**config.mk**
```make
export PLATFORM = sky130hd
export DESIGN_NAME = hamming_enc_tx
export DESIGN_NICKNAME = d
export VERILOG_FILES = /design/src/rtl/hamming_enc_tx.sv
export SDC_FILE = /design/constraint.sdc
export NUM_CORES = 1
export LEC_CHECK = 0
export CORE_MARGIN = 2
export CORE_UTILIZATION = 45
export CTS_BUF_LIST = sky130_fd_sc_hd__clkbuf_4 sky130_fd_sc_hd__clkbuf_8
export DETAILED_ROUTE_END_ITERATION = 10
export PLACE_DENSITY = 0.68
export SLEW_MARGIN = 20
export SYNTH_ARGS = -nofsm -noshare
export SYNTH_HDL_FRONTEND = slang
export SYNTH_SLANG_ARGS = --single-unit
```
**constraint.sdc**
```tcl
create_clock -name clk -period 2.8 [get_ports clk]
set_input_delay 0.84 -clock clk [delete_from_list [all_inputs] [get_ports clk]]
set_output_delay 0.84 -clock clk [all_outputs]
set_load 0.02 [all_outputs]
```
**src/rtl/hamming_enc_tx.sv**
```systemverilog
// ============================================================================
// hamming_enc_tx
// Hamming(7,4) encoder with optional single-position error injection and a
// framed serial transmitter (valid/ready in, ser_bit/ser_frame out).
// Revision: 1.0
// ============================================================================
`default_nettype none

module hamming_enc_tx #(
  parameter int BIT_DIV   = 4,
  parameter int MSB_FIRST = 1
) (
  input  logic       clk,
  input  logic       rst_n,
  input  logic       in_valid,
  output logic       in_ready,
  input  logic [3:0] in_data,
  input  logic [2:0] err_pos,
  output logic [6:0] cw_data,
  output logic       ser_bit,
  output logic       ser_frame,
  output logic       ser_start,
  output logic       done,
  output logic       busy
);

  typedef enum logic [0:0] {
    S_IDLE  = 1'b0,
    S_SHIFT = 1'b1
  } state_t;

  localparam logic [7:0] c_DIV_LAST = 8'(BIT_DIV - 1);
  localparam logic [7:0] c_DIV_PRE  = 8'(BIT_DIV - 2);

  state_t     r_state;
  logic [7:0] r_div_cnt;
  logic [2:0] r_bit_cnt;
  logic [6:0] r_shift;
  logic [6:0] r_cw;
  logic       r_frame;
  logic       r_start;
  logic       r_done;

  logic       w_d1, w_d2, w_d3, w_d4;
  logic [6:0] w_enc;
  logic [6:0] w_mask;
  logic [6:0] w_cw;
  logic [6:0] w_ord;
  logic       w_last;
  logic       w_accept;
  logic       w_done_nxt;

  assign w_d1  = in_data[3];
  assign w_d2  = in_data[2];
  assign w_d3  = in_data[1];
  assign w_d4  = in_data[0];
  assign w_enc = {w_d1 ^ w_d2 ^ w_d4, w_d1 ^ w_d3 ^ w_d4, w_d1,
                  w_d2 ^ w_d3 ^ w_d4, w_d2, w_d3, w_d4};

  // Position k (1..7) lives at bit 7-k; err_pos = 0 leaves the mask empty.
  always_comb begin
    w_mask = '0;
    for (int k = 1; k <= 7; k++) begin
      if (err_pos == 3'(k)) w_mask[7-k] = 1'b1;
    end
  end

  assign w_cw = w_enc ^ w_mask;

  // The shift register always emits from bit 6, so LSB-first loads reversed.
  if (MSB_FIRST != 0) begin : g_msb_first
    assign w_ord = w_cw;
  end else begin : g_lsb_first
    assign w_ord = {w_cw[0], w_cw[1], w_cw[2], w_cw[3], w_cw[4], w_cw[5], w_cw[6]};
  end

  assign w_last   = (r_state == S_SHIFT) && (r_bit_cnt == 3'd6) && (r_div_cnt == c_DIV_LAST);
  assign in_ready = (r_state == S_IDLE) || w_last;
  assign w_accept = in_valid && in_ready;

  // done is registered, so flag it one cycle ahead of the final bit clock.
  assign w_done_nxt = (r_state == S_SHIFT) && !w_last &&
                      ((BIT_DIV == 1) ? (r_bit_cnt == 3'd5)
                                      : ((r_bit_cnt == 3'd6) && (r_div_cnt == c_DIV_PRE)));

  always_ff @(posedge clk or negedge rst_n) begin
    if (!rst_n) begin
      r_state   <= S_IDLE;
      r_div_cnt <= '0;
      r_bit_cnt <= '0;
      r_shift   <= '0;
      r_cw      <= '0;
      r_frame   <= 1'b0;
      r_start   <= 1'b0;
      r_done    <= 1'b0;
    end else begin
      r_start <= 1'b0;
      r_done  <= w_done_nxt;
      if (w_accept) begin
        r_state   <= S_SHIFT;
        r_cw      <= w_cw;
        r_shift   <= w_ord;
        r_div_cnt <= '0;
        r_bit_cnt <= '0;
        r_frame   <= 1'b1;
        r_start   <= 1'b1;
      end else if (r_state == S_SHIFT) begin
        if (w_last) begin
          r_state   <= S_IDLE;
          r_frame   <= 1'b0;
          r_shift   <= '0;
          r_div_cnt <= '0;
          r_bit_cnt <= '0;
        end else if (r_div_cnt == c_DIV_LAST) begin
          r_div_cnt <= '0;
          r_bit_cnt <= r_bit_cnt + 3'd1;
          r_shift   <= {r_shift[5:0], 1'b0};
        end else begin
          r_div_cnt <= r_div_cnt + 8'd1;
        end
      end
    end
  end

  assign cw_data   = r_cw;
  assign ser_bit   = r_shift[6];
  assign ser_frame = r_frame;
  assign busy      = r_frame;
  assign ser_start = r_start;
  assign done      = r_done;

endmodule

`default_nettype wire

```
==> impl_metrics.ini, run 1 <==
[place]
portBuffers = 22
place_congestion = 0.838
placed_cells = 204
dp_hpwl_um = 2230

[sta]
rsz0062_at_grt = no
clock.fmax_mhz = 382
setup_tns_ps = 0
skew_ps = 7.03
hold_violations = 0
report.final.slew_viol_count = 0
post-route-period-util_pct = 93.5
tightest_slew_ps = 521
timing.slew.headroom_pct = 65.1
final-setup-viol-count = 0
period_minus_slack_ps = 2620

[yosys]
yosys_warnings = 0
synth_nets = 152
synth_edf_count = 0
synth_cell_types = 31
yosys-top-cells-area = dfrtp_1 48%, xor2_1 5.8%, a21o_1 5.0%
yosys-top-cells-count = 29 x dfrtp_1, 16 x nor2_1, 11 x nand2_1
synth_flop_cell = dfrtp_1
synth_seq_cells = 29
synth_area_um2 = 1500
synthCells = 138
synth-seq-area-share_pct = 48.4
synth_most_common_cell = dfrtp_1
yosysTopAreaCell = dfrtp_1
avgSynthCellArea_um2 = 10.9
synth_async_sr_flop_share_pct = 100
yosysTopAreaCellShare_pct = 48.4

[setup_path]
critPathSlowestCell = dfrtp_1
endpoint_kind = output pin
r2r_cells = 6
worstSetupPathDepth = 5
crit_fanout = 5
critPathMaxStageDelay_ps = 420
rr_startpoint = r_div_cnt[0]
cpLargestDelayFamily = simple AND/OR/NAND/NOR gates
r2r_end = r_shift[3]
rrSetupSlack_ps = 900
cp.required_ps = 1960
crit_chain = ha_2 > nor3b_4 > nand4_1 > nand2_1 > clkdlybuf4s15_1
cp-start-kind = flip-flop
worstSetupPathType = flip-flop to output pin
crit_buf_inv = 1
worstPathArrival_ps = 1780

[routing]
ant_nets = 0
wl_um = 3030
wl_per_cell_um = 14.2
drc = 0
dr.first_iter.drc_count = 40
firstDrtPassIters = 4
num_vias = 1134
viasPerCell = 5.32

[floorplanning]
coreArea_um2 = 3100
die_w_um = 61.7
dieArea_um2 = 3810
initial_utilization_pct = 48.3
rows = 20
ios = 23
die_y_um = 61.7

[clocking]
clkTransAtPathRegs_ps = 90
clk_latency_ps = 320
root_buffer = clkbuf_4
hold_buffers = 0
cts_tree = done
clockBufferDepth = 2
cts_sinks = 29
cts_max_level = 2
cts_made_buffers = 5

[cells_and_area]
fin_cells = 213
postLayoutCoreUtil_pct = 59.9
antennaDiodeCount = 0
fin_nets = 182
drive_gt1_share_pct = 11.8
areaGrowthSynthToFinish_pct = 24.0

[grt]
grt_use_total_pct = 19.5
grt_pass1_wl_um = 5290
antenna_found_initial = 0
grt_pass1_vias = 1165
grt_max_degree = 30
grt_overflow = 0

[power]
finalPower_mw = 1.49
power.density_nw_per_um2 = 805
irDropWorstVdd_mv = 0.501
p_leak_nw = 0.902

[min_path]
worstHoldPathCells = 1
holdPathEnd = cw_data[6]
worstHoldStart = cw_data[6]
holdCritPathClass = flip-flop to flip-flop

[status]
status = complete, no violations

[job]
maxCapViolCount = 0
==> logic make-up (layout without fill, tap and decap cells) <==
family                   count (synthesis)  count (layout)  synth area share [%]
AND/OR/NAND/NOR                         53              53                  19.4
buffers and inverters                    9              40                  2.67
flip-flops                              29              29                  48.4
AO/OA/AOI/OAI                           28              28                  14.7
adder cells (fa/ha/maj)                  4               4                  3.34
XOR/XNOR                                15              15                  11.5
==> per-layer routing <==
layer / wire length (um) / track usage [%] / vias to the layer above
li1: - / - / 546
met1: 1450 / 27.2 / 557
met2: 1440 / 29.6 / 29
met3: 120 / 5.59 / 2
met4: 15 / 6.38 / 0
met5: 0 / 0 / -
==> worst max path at each step <==
| stage | from | end |
|---|---|---|
| 2_1_floorplan | r_div_cnt[0] | in_ready |
| 3_3_place_gp | r_div_cnt[0] | in_ready |
| 3_5_place_dp | r_div_cnt[0] | in_ready |
| 4_1_cts | r_div_cnt[0] | in_ready |
| 5_1_grt | r_div_cnt[0] | in_ready |
| 6_report | r_div_cnt[0] | in_ready |
==> what timing repair did <==
item	CTS	global route
buffers inserted	1	0
endpoints found under the setup margin	1	1
resized for setup	2	2
endpoints found under the hold margin	0	0
==> state kept, by name, summed over array words and instances (netlist names) <==
| name | count |
|---|---|
| r_shift | 7 |
| r_bit_cnt | 3 |
| cw_data | 7 |
| busy | 1 |
| done | 1 |
| ser_start | 1 |
| r_div_cnt | 8 |
| r_state | 1 |
==> metrics by stage <==
stage                     instance area, um2  hold slack (ps)  worst slack (ps)
after floorplan                         1500              451               726
after global placement                  1790              460               135
after detailed placement                1790              465              76.3
after CTS                               1850              486               114
after global routing                    1860              515              25.2
final                                   1860              482               183
==> where the power goes <==
| group | switching (mW) | internal (mW) |
|---|---|---|
| clock network | 0.141 | 0.105 |
| logic | 0.263 | 0.295 |
| registers | 0.132 | 0.560 |
| total | 0.535 | 0.960 |
==> layout by cell type, fill, tap and decap left out, types with 5 or more instances in the layout <==
cell type	count
dfrtp_1	29
clkdlybuf4s50_1	21
buf_4	6
nor2_1	16
a221o_1	6
a21o_1	10
nand3b_1	5
nand2_1	11
xor2_1	10
clkbuf_4	6
==> area by class of cell <==
class                      count  area [um2]
tap                           44        55.1
sequential                    29         726
fill                         293        1240
clock inverter                 2        10.0
timing repair buffer          28         265
inverter                       4        15.0
multi-input combinational    100         742
clock buffer                   6        45.0
Power figures use the tool's default switching activity.
==> run 2: changes to the inputs <==
--- a/config.mk
+++ b/config.mk
@@ -9,7 +9,7 @@
 export CORE_UTILIZATION = 45
 export CTS_BUF_LIST = sky130_fd_sc_hd__clkbuf_4 sky130_fd_sc_hd__clkbuf_8
 export DETAILED_ROUTE_END_ITERATION = 10
-export PLACE_DENSITY = 0.68
+export PLACE_DENSITY_LB_ADDON = 0.15
 export SLEW_MARGIN = 20
 export SYNTH_ARGS = -nofsm -noshare
 export SYNTH_HDL_FRONTEND = slang
==> run 2 against run 1 <==
First-iteration DRC count shrank 33%; cell area is the same; clock power grew 7%; register-to-register slack gained 30 ps; sequential power is essentially flat; critical path type unchanged.
==> impl_metrics.ini, run 2 (same netlist as run 1, synthesis figures left out) <==
[setup_path]
critPathSlowestCell = dfrtp_1
critPathLaunch = r_div_cnt[0]
rrSetupSlack_ps = 930
endpoint_kind = output pin
worstSetupPathType = flip-flop to output pin
r2r_end = r_shift[2]
rr_startpoint = r_div_cnt[0]
critPathMaxStageDelay_ps = 410
crit_fanout = 5
endpoint = in_ready
r2r_cells = 6
cp.required_ps = 1960
crit_chain = ha_1 > nor3b_4 > nand4_1 > nand2_1 > dlygate4sd2_1
cp-start-kind = flip-flop
worstPathArrival_ps = 1730

[sta]
clock.fmax_mhz = 389
post-route-period-util_pct = 91.9
report.final.slew_viol_count = 0
rsz0062_at_grt = no
setup_tns_ps = 0
final-setup-viol-count = 0
tightest_slew_ps = 498
skew_ps = 9.61
setup_slack_ps = 226
hold_violations = 0
period_minus_slack_ps = 2570
timing.slew.headroom_pct = 66.7
fin_hold_ws_ps = 486

[routing]
drc = 0
wl_per_cell_um = 14.0
ant_nets = 0
wl_um = 2970
num_vias = 1135
firstDrtPassIters = 4
viasPerCell = 5.35
dr.first_iter.drc_count = 27

[cells_and_area]
final_cell_mix = 29 x dfrtp_1, 21 x clkdlybuf4s50_1, 16 x nor2_1
mostFrequentLayoutCell = dfrtp_1
areaGrowthSynthToFinish_pct = 24.0
fin_cells = 212
fin_nets = 182
top_register = r_div_cnt
drive_gt1_share_pct = 10.7
antennaDiodeCount = 0
postLayoutCoreUtil_pct = 59.9
largest_register_ffs = 8
stdcell_area_um2 = 1860

[clocking]
cts_made_buffers = 5
cts_tree = done
root_buffer = clkbuf_4
cts_max_level = 2
cts_sinks = 29
clockBufferDepth = 2
clkTransAtPathRegs_ps = 90
clk_latency_ps = 330

[place]
placed_cells = 204
portBuffers = 22
dp_slack_ps = 176
place_congestion = 0.791
dp_hpwl_um = 2100
place_area_um2 = 1790

[floorplanning]
coreArea_um2 = 3100
die_w_um = 61.7
die_y_um = 61.7
initial_utilization_pct = 48.3
ios = 23
dieArea_um2 = 3810
rows = 20

[power]
sequentialPowerShare_pct = 45.5
p_sw_uw = 529
switching_share_pct = 35.0
power.density_nw_per_um2 = 815
p_comb_share_pct = 37.1
finalPower_mw = 1.51
clkPwrFrac_pct = 17.5
irDropWorstVdd_mv = 0.435
p_leak_nw = 0.908
p_int_uw = 984

[min_path]
holdCritPathClass = flip-flop to flip-flop

[grt]
grt_pass1_wl_um = 5030
grt_pass1_vias = 1102
grt_overflow = 0
grt_max_degree = 30
grt_use_total_pct = 18.5
antenna_found_initial = 0

[status]
status = complete, no violations

[job]
maxCapViolCount = 0
-- run 2: cell types whose count changed in the layout (fill, tap and decap cells not counted), sizes merged --
cell / before / now
clkdlybuf4s15: 1 / 0
dlygate4sd2: 0 / 1
clkinv: 2 / 0
clkbuf: 6 / 7
-- run 2: layout make-up --
cell class / count / area, um2
Multi-Input combinational cell: 100 / 739
Tap cell: 44 / 55.1
Fill cell: 286 / 1240
Inverter: 4 / 15.0
Sequential cell: 29 / 726
Timing Repair Buffer: 28 / 264
Clock buffer: 7 / 58.8
-- run 2: worst max-delay path, delay by kind of cell (launching register included) --
family | cells | cell delay [ps]
simple gates | 3 | 470
flops | 1 | 410
fa+ha+maj | 1 | 200
buf+inv | 1 | 330
-- run 2: power groups by stage --
| stage | clock network [mW] | logic (mW) | registers, mW |
|---|---|---|---|
| after CTS | 0.275 | 0.566 | 0.687 |
| after global routing | 0.284 | 0.625 | 0.709 |
| after global placement | 0 | 0.531 | 0.685 |
| final | 0.264 | 0.561 | 0.688 |
| after detailed placement | 0 | 0.548 | 0.694 |
| after floorplan | 0 | 0.283 | 0.734 |
-- run 2: layer usage --
| metal | up-vias | wire length, um | GRT usage (%) |
|---|---|---|---|
| met2 | 22 | 1420 | 29.3 |
| met1 | 558 | 1400 | 24.1 |
| met4 | 0 | 42 | 8.21 |
| met3 | 5 | 114 | 4.55 |
| li1 | 550 | - | - |
| met5 | - | 0 | 0 |
-- run 2: repair_timing --
item	in CTS	in global routing
gates resized for setup	2	0
hold endpoints to repair	0	0
buffers inserted	1	0
endpoints found under the setup margin	1	0
hold buffers	0	0
-- run 2: worst min-delay path by stage --
stage	from	end	slack, ps	cells after the start
after floorplan	r_shift[0]	r_shift[0]	450	1
after global routing	r_shift[0]	r_shift[0]	510	1
after CTS	r_shift[0]	r_shift[0]	490	1
after detailed placement	cw_data[0]	cw_data[0]	470	1
final	cw_data[5]	cw_data[5]	490	1
after global placement	cw_data[3]	cw_data[3]	460	1
==> run 3: changes to the inputs <==
--- a/config.mk
+++ b/config.mk
@@ -10,6 +10,7 @@
 export CTS_BUF_LIST = sky130_fd_sc_hd__clkbuf_4 sky130_fd_sc_hd__clkbuf_8
 export DETAILED_ROUTE_END_ITERATION = 10
 export PLACE_DENSITY_LB_ADDON = 0.15
+export REMOVE_ABC_BUFFERS = 1
 export SLEW_MARGIN = 20
 export SYNTH_ARGS = -nofsm -noshare
 export SYNTH_HDL_FRONTEND = slang
==> run 3 against run 2 <==
Sequential share of layout area about the same; first-iteration DRC count is 33% higher; via count decreased by 3.5%; critical endpoint unchanged; clock-buffer cell count rose by 1; critical path depth unchanged; flip-flop and latch count stayed put; cell count grew 0.47%; die area unchanged.
==> impl_metrics.ini, run 3 (same netlist as run 1, synthesis figures left out) <==
[cells_and_area]
areaGrowthSynthToFinish_pct = 24.0
largest_register_ffs = 8
mostFrequentLayoutCell = dfrtp_1
ff_latch_area_um2 = 726
drive_gt1_share_pct = 11.2
fill_cells = 300
final_cell_mix = 29 x dfrtp_1, 21 x clkdlybuf4s50_1, 16 x nor2_1
antennaDiodeCount = 0
top_register = r_div_cnt
multi_input_area_um2 = 739
fin_nets = 182

[routing]
firstDrtPassIters = 4
drc = 0
dr.first_iter.drc_count = 36
wl_per_cell_um = 13.1
wl_um = 2790
num_vias = 1095
ant_nets = 0
viasPerCell = 5.14

[floorplanning]
die_y_um = 61.7
die_w_um = 61.7
ios = 23
rows = 20
initial_utilization_pct = 48.3
dieArea_um2 = 3810
coreArea_um2 = 3100

[sta]
final-setup-viol-count = 0
report.final.slew_viol_count = 0
period_minus_slack_ps = 2640
post-route-period-util_pct = 94.3
skew_ps = 9.61
clock.fmax_mhz = 379
hold_violations = 0
timing.slew.headroom_pct = 70.0
setup_tns_ps = 0
rsz0062_at_grt = no
tightest_slew_ps = 449
fin_hold_ws_ps = 480

[power]
irDropWorstVdd_mv = 0.431
switching_share_pct = 34.6
power.density_nw_per_um2 = 809
clkPwrFrac_pct = 17.7
p_sw_uw = 520
sequentialPowerShare_pct = 45.5
p_comb_share_pct = 36.7
p_int_uw = 985
p_leak_nw = 0.910

[setup_path]
cp-start-kind = flip-flop
endpoint_kind = output pin
worstSetupPathType = flip-flop to output pin
critPathMaxStageDelay_ps = 420
worstPathArrival_ps = 1800
crit_fanout = 5
crit_chain = ha_1 > nor3b_4 > nand4_1 > nand2_1 > dlygate4sd2_1
cpLargestDelayFamily = simple AND/OR/NAND/NOR gates
cp.required_ps = 1960
crit_buf_inv = 1
critPathSlowestCell = dfrtp_1

[clocking]
cts_max_level = 2
clkTransAtPathRegs_ps = 90
cts_made_buffers = 5
cts_sinks = 29
cts_tree = done
root_buffer = clkbuf_4
clockBufferDepth = 2
clk_latency_ps = 330
hold_buffers = 0

[grt]
grt_overflow = 0
antenna_found_initial = 0
use_met3_pct = 6.21
grt_pass1_wl_um = 4880
top_usage_layer = met1
grt_max_degree = 30
grt_use_total_pct = 18.0
grt_pass1_vias = 1062
grt_use_met1_pct = 26.0
use_met2_pct = 24.4

[place]
portBuffers = 22
place_congestion = 0.762
dp_hpwl_um = 2020

[job]
maxCapViolCount = 0

[min_path]
holdCritPathClass = flip-flop to flip-flop

[status]
status = complete, no violations
==> run 3: cell types whose count changed in the layout (fill, tap and decap cells not counted) <==
cell      change
clkbuf_8      -1
clkbuf_4      +2
==> run 3: final cells by class <==
type | instances | area share, %
multi-input cells | 100 | 39.8
flip-flops and latches | 29 | 39.0
repair buffers | 28 | 14.2
clock buffers | 8 | 3.23
well taps | 44 | 2.96
inverters | 4 | 0.808
==> run 3: power by group through the flow <==
stage                     clock (mW)  combinational [mW]  sequential (mW)
after detailed placement           0               0.548            0.693
after global routing           0.299               0.622            0.707
after floorplan                    0               0.278            0.736
final                          0.266               0.553            0.685
after CTS                      0.280               0.557            0.685
after global placement             0               0.531            0.685
==> run 3: worst paths after layout <==
check | start | end | slack [ps] | depth (start not counted)
max in group asynchronous | rst_n | r_div_cnt[5] | 1640 | 2
worst min-delay path | cw_data[4] | cw_data[4] | 480 | 1
worst min register to register | cw_data[4] | cw_data[4] | 480 | 1
worst max register to register | r_div_cnt[0] | r_shift[4] | 970 | 7
worst max-delay path | r_div_cnt[0] | in_ready | 160 | 5
min in group asynchronous | rst_n | cw_data[5] | 890 | 2
==> run 3: through the flow <==
step | power (mW) | cell area, um2 | util (%) | setup slack, ps | std cells
final | 1.50 | 1860 | 59.9 | 160 | 213
after global routing | 1.63 | 1860 | 59.9 | 26.1 | 213
after CTS | 1.52 | 1850 | 59.7 | 98.4 | 212
after detailed placement | 1.24 | 1790 | 57.6 | 180 | 204
after global placement | 1.22 | 1790 | 57.6 | 219 | 204
after floorplan | 1.01 | 1470 | - | 726 | 133
==> run 3: timing repair <==
item,4_1_cts,5_1_grt
gates resized for setup,2,0
endpoints found under the setup margin,1,1
buffers inserted,0,1
==> run 3: metal layers <==
metal | vias to the layer above | share of wire, %
met5 | - | 0
met4 | 0 | 2.0
met3 | 6 | 3.8
met2 | 17 | 43
met1 | 516 | 51
li1 | 556 | -
